`config.mk`:
```
export PLATFORM = sky130hd
export DESIGN_NAME = clk_period_monitor
export DESIGN_NICKNAME = d
export VERILOG_FILES = /design/src/rtl/clk_period_monitor.sv
export SDC_FILE = /design/constraint.sdc
export NUM_CORES = 1
export LEC_CHECK = 0
export ABC_AREA = 1
export CORE_MARGIN = 3
export CORE_UTILIZATION = 45
export CTS_BUF_LIST = sky130_fd_sc_hd__clkbuf_4
export CTS_CLUSTER_DIAMETER = 50
export DETAILED_ROUTE_END_ITERATION = 6
export MAX_ROUTING_LAYER = met4
export PLACE_DENSITY = 0.76
export SYNTH_ARGS = -nofsm -noshare
export SYNTH_HDL_FRONTEND = slang
export SYNTH_SLANG_ARGS = --single-unit
```
`constraint.sdc`:
```
create_clock -name clk_in -period 2.2 [get_ports clk_in]
set_input_delay 0.66 -clock clk_in [delete_from_list [all_inputs] [get_ports clk_in]]
set_output_delay 0.66 -clock clk_in [all_outputs]
set_load 0.02 [all_outputs]
```
`src/rtl/clk_period_monitor.sv`:
```
// Measures the half-period of a slow clock in clk_in cycles. It reports lock once the
// measurements stay in tolerance, and it reports a fault when the slow clock drifts or stops.
module clk_period_monitor #(
  parameter int EXPECTED_HALF = 625001,
  parameter int TOLERANCE     = 16,
  parameter int LOCK_COUNT    = 4,
  parameter int CNT_W         = 25
) (
  input  logic             clk_in,
  input  logic             rst,
  input  logic             slow_clk,
  input  logic             clear_fault,
  output logic             rise_pulse,
  output logic             fall_pulse,
  output logic [CNT_W-1:0] half_period,
  output logic             period_valid,
  output logic             locked,
  output logic             fault
);

  localparam logic [CNT_W-1:0] LO = CNT_W'(EXPECTED_HALF - TOLERANCE);
  localparam logic [CNT_W-1:0] HI = CNT_W'(EXPECTED_HALF + TOLERANCE);
  localparam int GOOD_W = $clog2(LOCK_COUNT + 1);
  localparam logic [GOOD_W-1:0] LAST_GOOD = GOOD_W'(LOCK_COUNT - 1);

  typedef enum logic [1:0] {SEARCH, TRACK, LOCKED, FAULT} state_t;

  logic              sync1_q, sync2_q, edge_q;
  logic [CNT_W-1:0]  cnt_q, cnt_d;
  logic [GOOD_W-1:0] good_cnt_q, good_cnt_d;
  state_t            state_q, state_d;
  logic              rise_pulse_q, rise_pulse_d;
  logic              fall_pulse_q, fall_pulse_d;
  logic [CNT_W-1:0]  half_period_q, half_period_d;
  logic              period_valid_q, period_valid_d;
  logic              locked_q, locked_d;
  logic              fault_q, fault_d;

  logic              rise_w, fall_w, strobe_w, timeout_w, good_w, publish_w;
  logic [CNT_W:0]    meas_w;

  assign rise_w    = sync2_q & ~edge_q;
  assign fall_w    = ~sync2_q & edge_q;
  assign strobe_w  = rise_w | fall_w;
  // One extra bit so that a measurement taken from a saturated counter cannot wrap.
  assign meas_w    = {1'b0, cnt_q} + (CNT_W + 1)'(1);
  assign good_w    = (meas_w >= {1'b0, LO}) && (meas_w <= {1'b0, HI});
  assign timeout_w = (cnt_q == HI) && !strobe_w;

  always_comb begin
    state_d        = state_q;
    good_cnt_d     = good_cnt_q;
    publish_w      = 1'b0;
    cnt_d          = strobe_w ? '0 : ((cnt_q == HI) ? HI : cnt_q + CNT_W'(1));
    rise_pulse_d   = rise_w;
    fall_pulse_d   = fall_w;
    half_period_d  = half_period_q;
    period_valid_d = 1'b0;

    case (state_q)
      SEARCH: begin
        // The first edge only starts the interval; nothing is measured yet.
        if (strobe_w) begin
          state_d    = TRACK;
          good_cnt_d = '0;
        end
      end
      TRACK: begin
        if (strobe_w) begin
          publish_w = 1'b1;
          if (good_w) begin
            good_cnt_d = good_cnt_q + GOOD_W'(1);
            if (good_cnt_q == LAST_GOOD) state_d = LOCKED;
          end else begin
            good_cnt_d = '0;
          end
        end else if (timeout_w) begin
          state_d    = SEARCH;
          good_cnt_d = '0;
        end
      end
      LOCKED: begin
        if (strobe_w) begin
          publish_w = 1'b1;
          if (!good_w) state_d = FAULT;
        end else if (timeout_w) begin
          state_d = FAULT;
        end
      end
      FAULT: begin
        if (clear_fault) begin
          state_d    = SEARCH;
          cnt_d      = '0;
          good_cnt_d = '0;
        end else if (strobe_w) begin
          publish_w = 1'b1;
        end
      end
      default: begin
        state_d = SEARCH;
      end
    endcase

    if (publish_w) begin
      half_period_d  = meas_w[CNT_W-1:0];
      period_valid_d = 1'b1;
    end
    locked_d = (state_d == LOCKED);
    fault_d  = (state_d == FAULT);
  end

  always_ff @(posedge clk_in or posedge rst) begin
    if (rst) begin
      sync1_q        <= 1'b0;
      sync2_q        <= 1'b0;
      edge_q         <= 1'b0;
      cnt_q          <= '0;
      good_cnt_q     <= '0;
      state_q        <= SEARCH;
      rise_pulse_q   <= 1'b0;
      fall_pulse_q   <= 1'b0;
      half_period_q  <= '0;
      period_valid_q <= 1'b0;
      locked_q       <= 1'b0;
      fault_q        <= 1'b0;
    end else begin
      sync1_q        <= slow_clk;
      sync2_q        <= sync1_q;
      edge_q         <= sync2_q;
      cnt_q          <= cnt_d;
      good_cnt_q     <= good_cnt_d;
      state_q        <= state_d;
      rise_pulse_q   <= rise_pulse_d;
      fall_pulse_q   <= fall_pulse_d;
      half_period_q  <= half_period_d;
      period_valid_q <= period_valid_d;
      locked_q       <= locked_d;
      fault_q        <= fault_d;
    end
  end

  assign rise_pulse   = rise_pulse_q;
  assign fall_pulse   = fall_pulse_q;
  assign half_period  = half_period_q;
  assign period_valid = period_valid_q;
  assign locked       = locked_q;
  assign fault        = fault_q;

endmodule

```
==> summary.md <==
| Metric | Value |
|---|---|
| Status | `finished, violations left` |
| Max Buffers Root-to-Sink | `2` |
| TritonRoute pass-1 iters | `5` |
| Seq cells post-synth | `63` |
| # IOs | `34` |
| Synthesized area | `0.00372 mm^2` |
| H-tree depth | `3` |
| Worst-Margin Slew | `358 ps` |
| Hold WC Path Type | `flop to flop` |
| Layout cells sized above 1 | `0.397` |
| DRT Wirelength | `between 10,000 and 15,000 um` |
| WP data required | `2570 ps` |
| Synth warn | `0` |
| Worst-path clk slew | `110 ps` |
| Max Cap Violations | `0` |
| Final net count | `roughly 660` |
| Final count of negative-setup-slack endpoints | `23` |
| CP cell instances | `buf_6, nand2_4, nor2_4, nand2_4, nor2_8, buf_4, nand2_1, nand2_1, nand2_1, nor2_1, nand2_1, nor2_2, nand3_2, nand3_2, nand3_2, a21oi_2, nand2_1, nand2_2, nand2_1, inv_1` |
| Pleak | `~0.0027 uW` |
| Final antenna-violating net count | `0` |
| Crit path buffers/inverters | `3` |
| Final Critical Period | `2660 ps` |
| Crit path max fanout | `7` |
| Most frequent cells in the layout | `nand2_1 (107), buf_4 (101), inv_1 (52)` |
| Place WS | `-331 ps` |
| Hold Fails Final Rpt | `0` |
| Count of cell types in the netlist | `31` |
| Die area | `0.00940 mm^2` |
| Final cycle utilization of the critical path | `1.21` |
| Antenna violations before repair | `0` |
| Later-pin clock latency in the skew report | `440 ps` |
| Area Growth Syn to Fin | `52.2%` |
| Unrepaired setup endpoints after global routing | `true` |
| Die width | `97.0 um` |
| Die Y-Extent | `97.0 um` |
| Worst Clk Skew | `24.5 ps` |
| Critical Path Start Type | `flop` |
| Fill count | `544` |
| Post-synthesis sequential area ratio | `0.424` |
| Inserted Diodes | `0` |
| Routed length on met3 | `872 um` |
| Slowest-stage cell, CP | `dfrtp_1` |
| Commonest non-fill, non-tap cell in the layout | `nand2_1` |
| Initial Util | `0.472` |
| Via count | `around 4,000` |
| CTS hold repair buffers | `0` |
| CP dominant cell by count | `nand2_1` |
| Met2 Routed Length | `5840 um` |
| DRT met1 WL | `5380 um` |
| Global-route wire length before repair | `approximately 19,000 um` |
| PD cells | `540 mW/mm^2` |
| Largest net degree at the start of global routing | `a little over 50` |
| Worst slew margin | `0.761` |
| Site Rows | `32` |
| Synthesized area per cell | `7.49 um^2` |
| Post-route setup slack | `-461 ps` |
| FMAX | `roughly 380 MHz` |
| Critical Path AT | `3030 ps` |
| Violated checks | `negative setup slack` |
| CP peak stage delay | `430 ps` |
| Hpwl dp | `8350 um` |
| DR DRC count | `0` |
| Buffers added on ports | `33` |
| Number of global-route vias before repair | `3,802` |
| CTS tree | `built` |
| RePlAce Congestion | `1.02` |
| CP endpoint kind | `flop` |
| Tot GR Track Use | `0.260` |
| Drt initial violations | `432` |
| Worst vdd ir | `slightly below 0.5 mV` |
| Syn_nets | `roughly 500` |
| CTS buffer count | `9` |
| CTS sink cnt | `63` |
| Slew Limit Fails | `0` |
| CP delay by family, top | `simple AND/OR/NAND/NOR gates` |
| WL/cell | `16.8 um` |
| Core area | `0.00789 mm^2` |
| Synth Instances | `497` |
| Top Metal Used | `met4` |
| CTS root buffer | `clkbuf_4` |
| Via density | `5.37` |
| Critical path class | `flop to flop` |
| Tot Pwr | `around 3100 uW` |
| Grt ovf | `0` |
## cell usage after synthesis (all sizes together)
cell    count  area, um^2
o21ai      31         155
a21oi      10        50.1
clkbuf      6        22.5
clkinv      2        7.51
xor2        3        26.3
a32o        1        10.0
inv        62         233
nor3        9        45.0
and3        1        6.26
nor4b       1        8.76
a211oi      2        15.0
nand3      31         160
ha         13         163
nor2       81         420
nand4      16         100
and2        1        6.26
nand2     153         632
dfrtp      63        1580
a22o        1        8.76
buf         1        7.51
nand3b      2        15.0
xnor2       4        35.0
nor4        3        18.8
## layer usage
| layer | vias to the layer above | GRT usage |
|---|---|---|
| met1 | 1926 | 0.360 |
| met3 | 51 | 0.0310 |
| li1 | 1878 | - |
| met4 | 0 | 0.121 |
| met2 | 180 | 0.383 |
| met5 | - | - |
## worst paths after layout
path                                         endpoint  cells past startpoint  slack (ps)                from
max                                  locked$_DFF_PP0_                     20        -460  cnt_q[1]$_DFF_PP0_
min                                 sync2_q$_DFF_PP0_                      0         360   sync1_q$_DFF_PP0_
max reg2reg                          locked$_DFF_PP0_                     20        -460  cnt_q[1]$_DFF_PP0_
min reg2reg                         sync2_q$_DFF_PP0_                      0         360   sync1_q$_DFF_PP0_
max in group asynchronous          cnt_q[0]$_DFF_PP0_                      3        1150                 rst
min in group asynchronous  half_period[4]$_DFFE_PP0P_                      2         530                 rst
## repair_timing
item,CTS,global route
cloned,0,1
pin swaps,40,31
gates resized for setup,79,42
buffers inserted,17,14
endpoints found under the setup margin,7,22
## sequential cells by signal, summed over array words and instances, names as in the netlist
signal / count
cnt_q: 25
edge_q: 1
fall_pulse: 1
fault: 1
good_cnt_q: 3
half_period: 25
locked: 1
period_valid: 1
rise_pulse: 1
state_q: 2
sync1_q: 1
sync2_q: 1
## cell type report
class | count | area, um^2 | share of cell area
timing repair buffer | 144 | 1250 | 0.221
inverter | 64 | 250 | 0.0442
tap | 102 | 128 | 0.0225
clock buffer | 9 | 67.6 | 0.0119
sequential | 63 | 1590 | 0.281
clock inverter | 7 | 96.3 | 0.0170
multi-input combinational | 363 | 2280 | 0.403
## where the power goes
group / leakage (uW) / internal [uW] / switching, uW
sequential: 0.000842 / 1230 / 69.2
combinational: 0.00178 / 326 / 502
clock: 0.0000802 / 462 / 471
total: 0.00270 / 2020 / 1040
## cells by family after synthesis
logic type | Yosys count | synth area share
and+or+nand+nor | 298 | 0.379
AOI/OAI and AO/OA | 45 | 0.0642
DFF | 63 | 0.424
xor gates and xnor gates | 7 | 0.0165
buffers and inverters | 71 | 0.0726
adders and majority gates | 13 | 0.0437
## through the flow
| stage | cells | hold WS (ps) | setup TNS (ps) | area (um^2) | util |
|---|---|---|---|---|---|
| 6_report | 752 | 365 | -4140 | 5670 | 0.718 |
| 5_1_grt | 752 | 382 | -5990 | 5670 | 0.718 |
| 4_1_cts | 737 | 369 | -800 | 5380 | 0.683 |
| 3_5_place_dp | 704 | 340 | -1890 | 4800 | 0.608 |
| 3_3_place_gp | 704 | 349 | -1360 | 4800 | 0.608 |
| 2_1_floorplan | 497 | 331 | -33.4 | 3740 | - |
(Power assumes the default switching activity.)
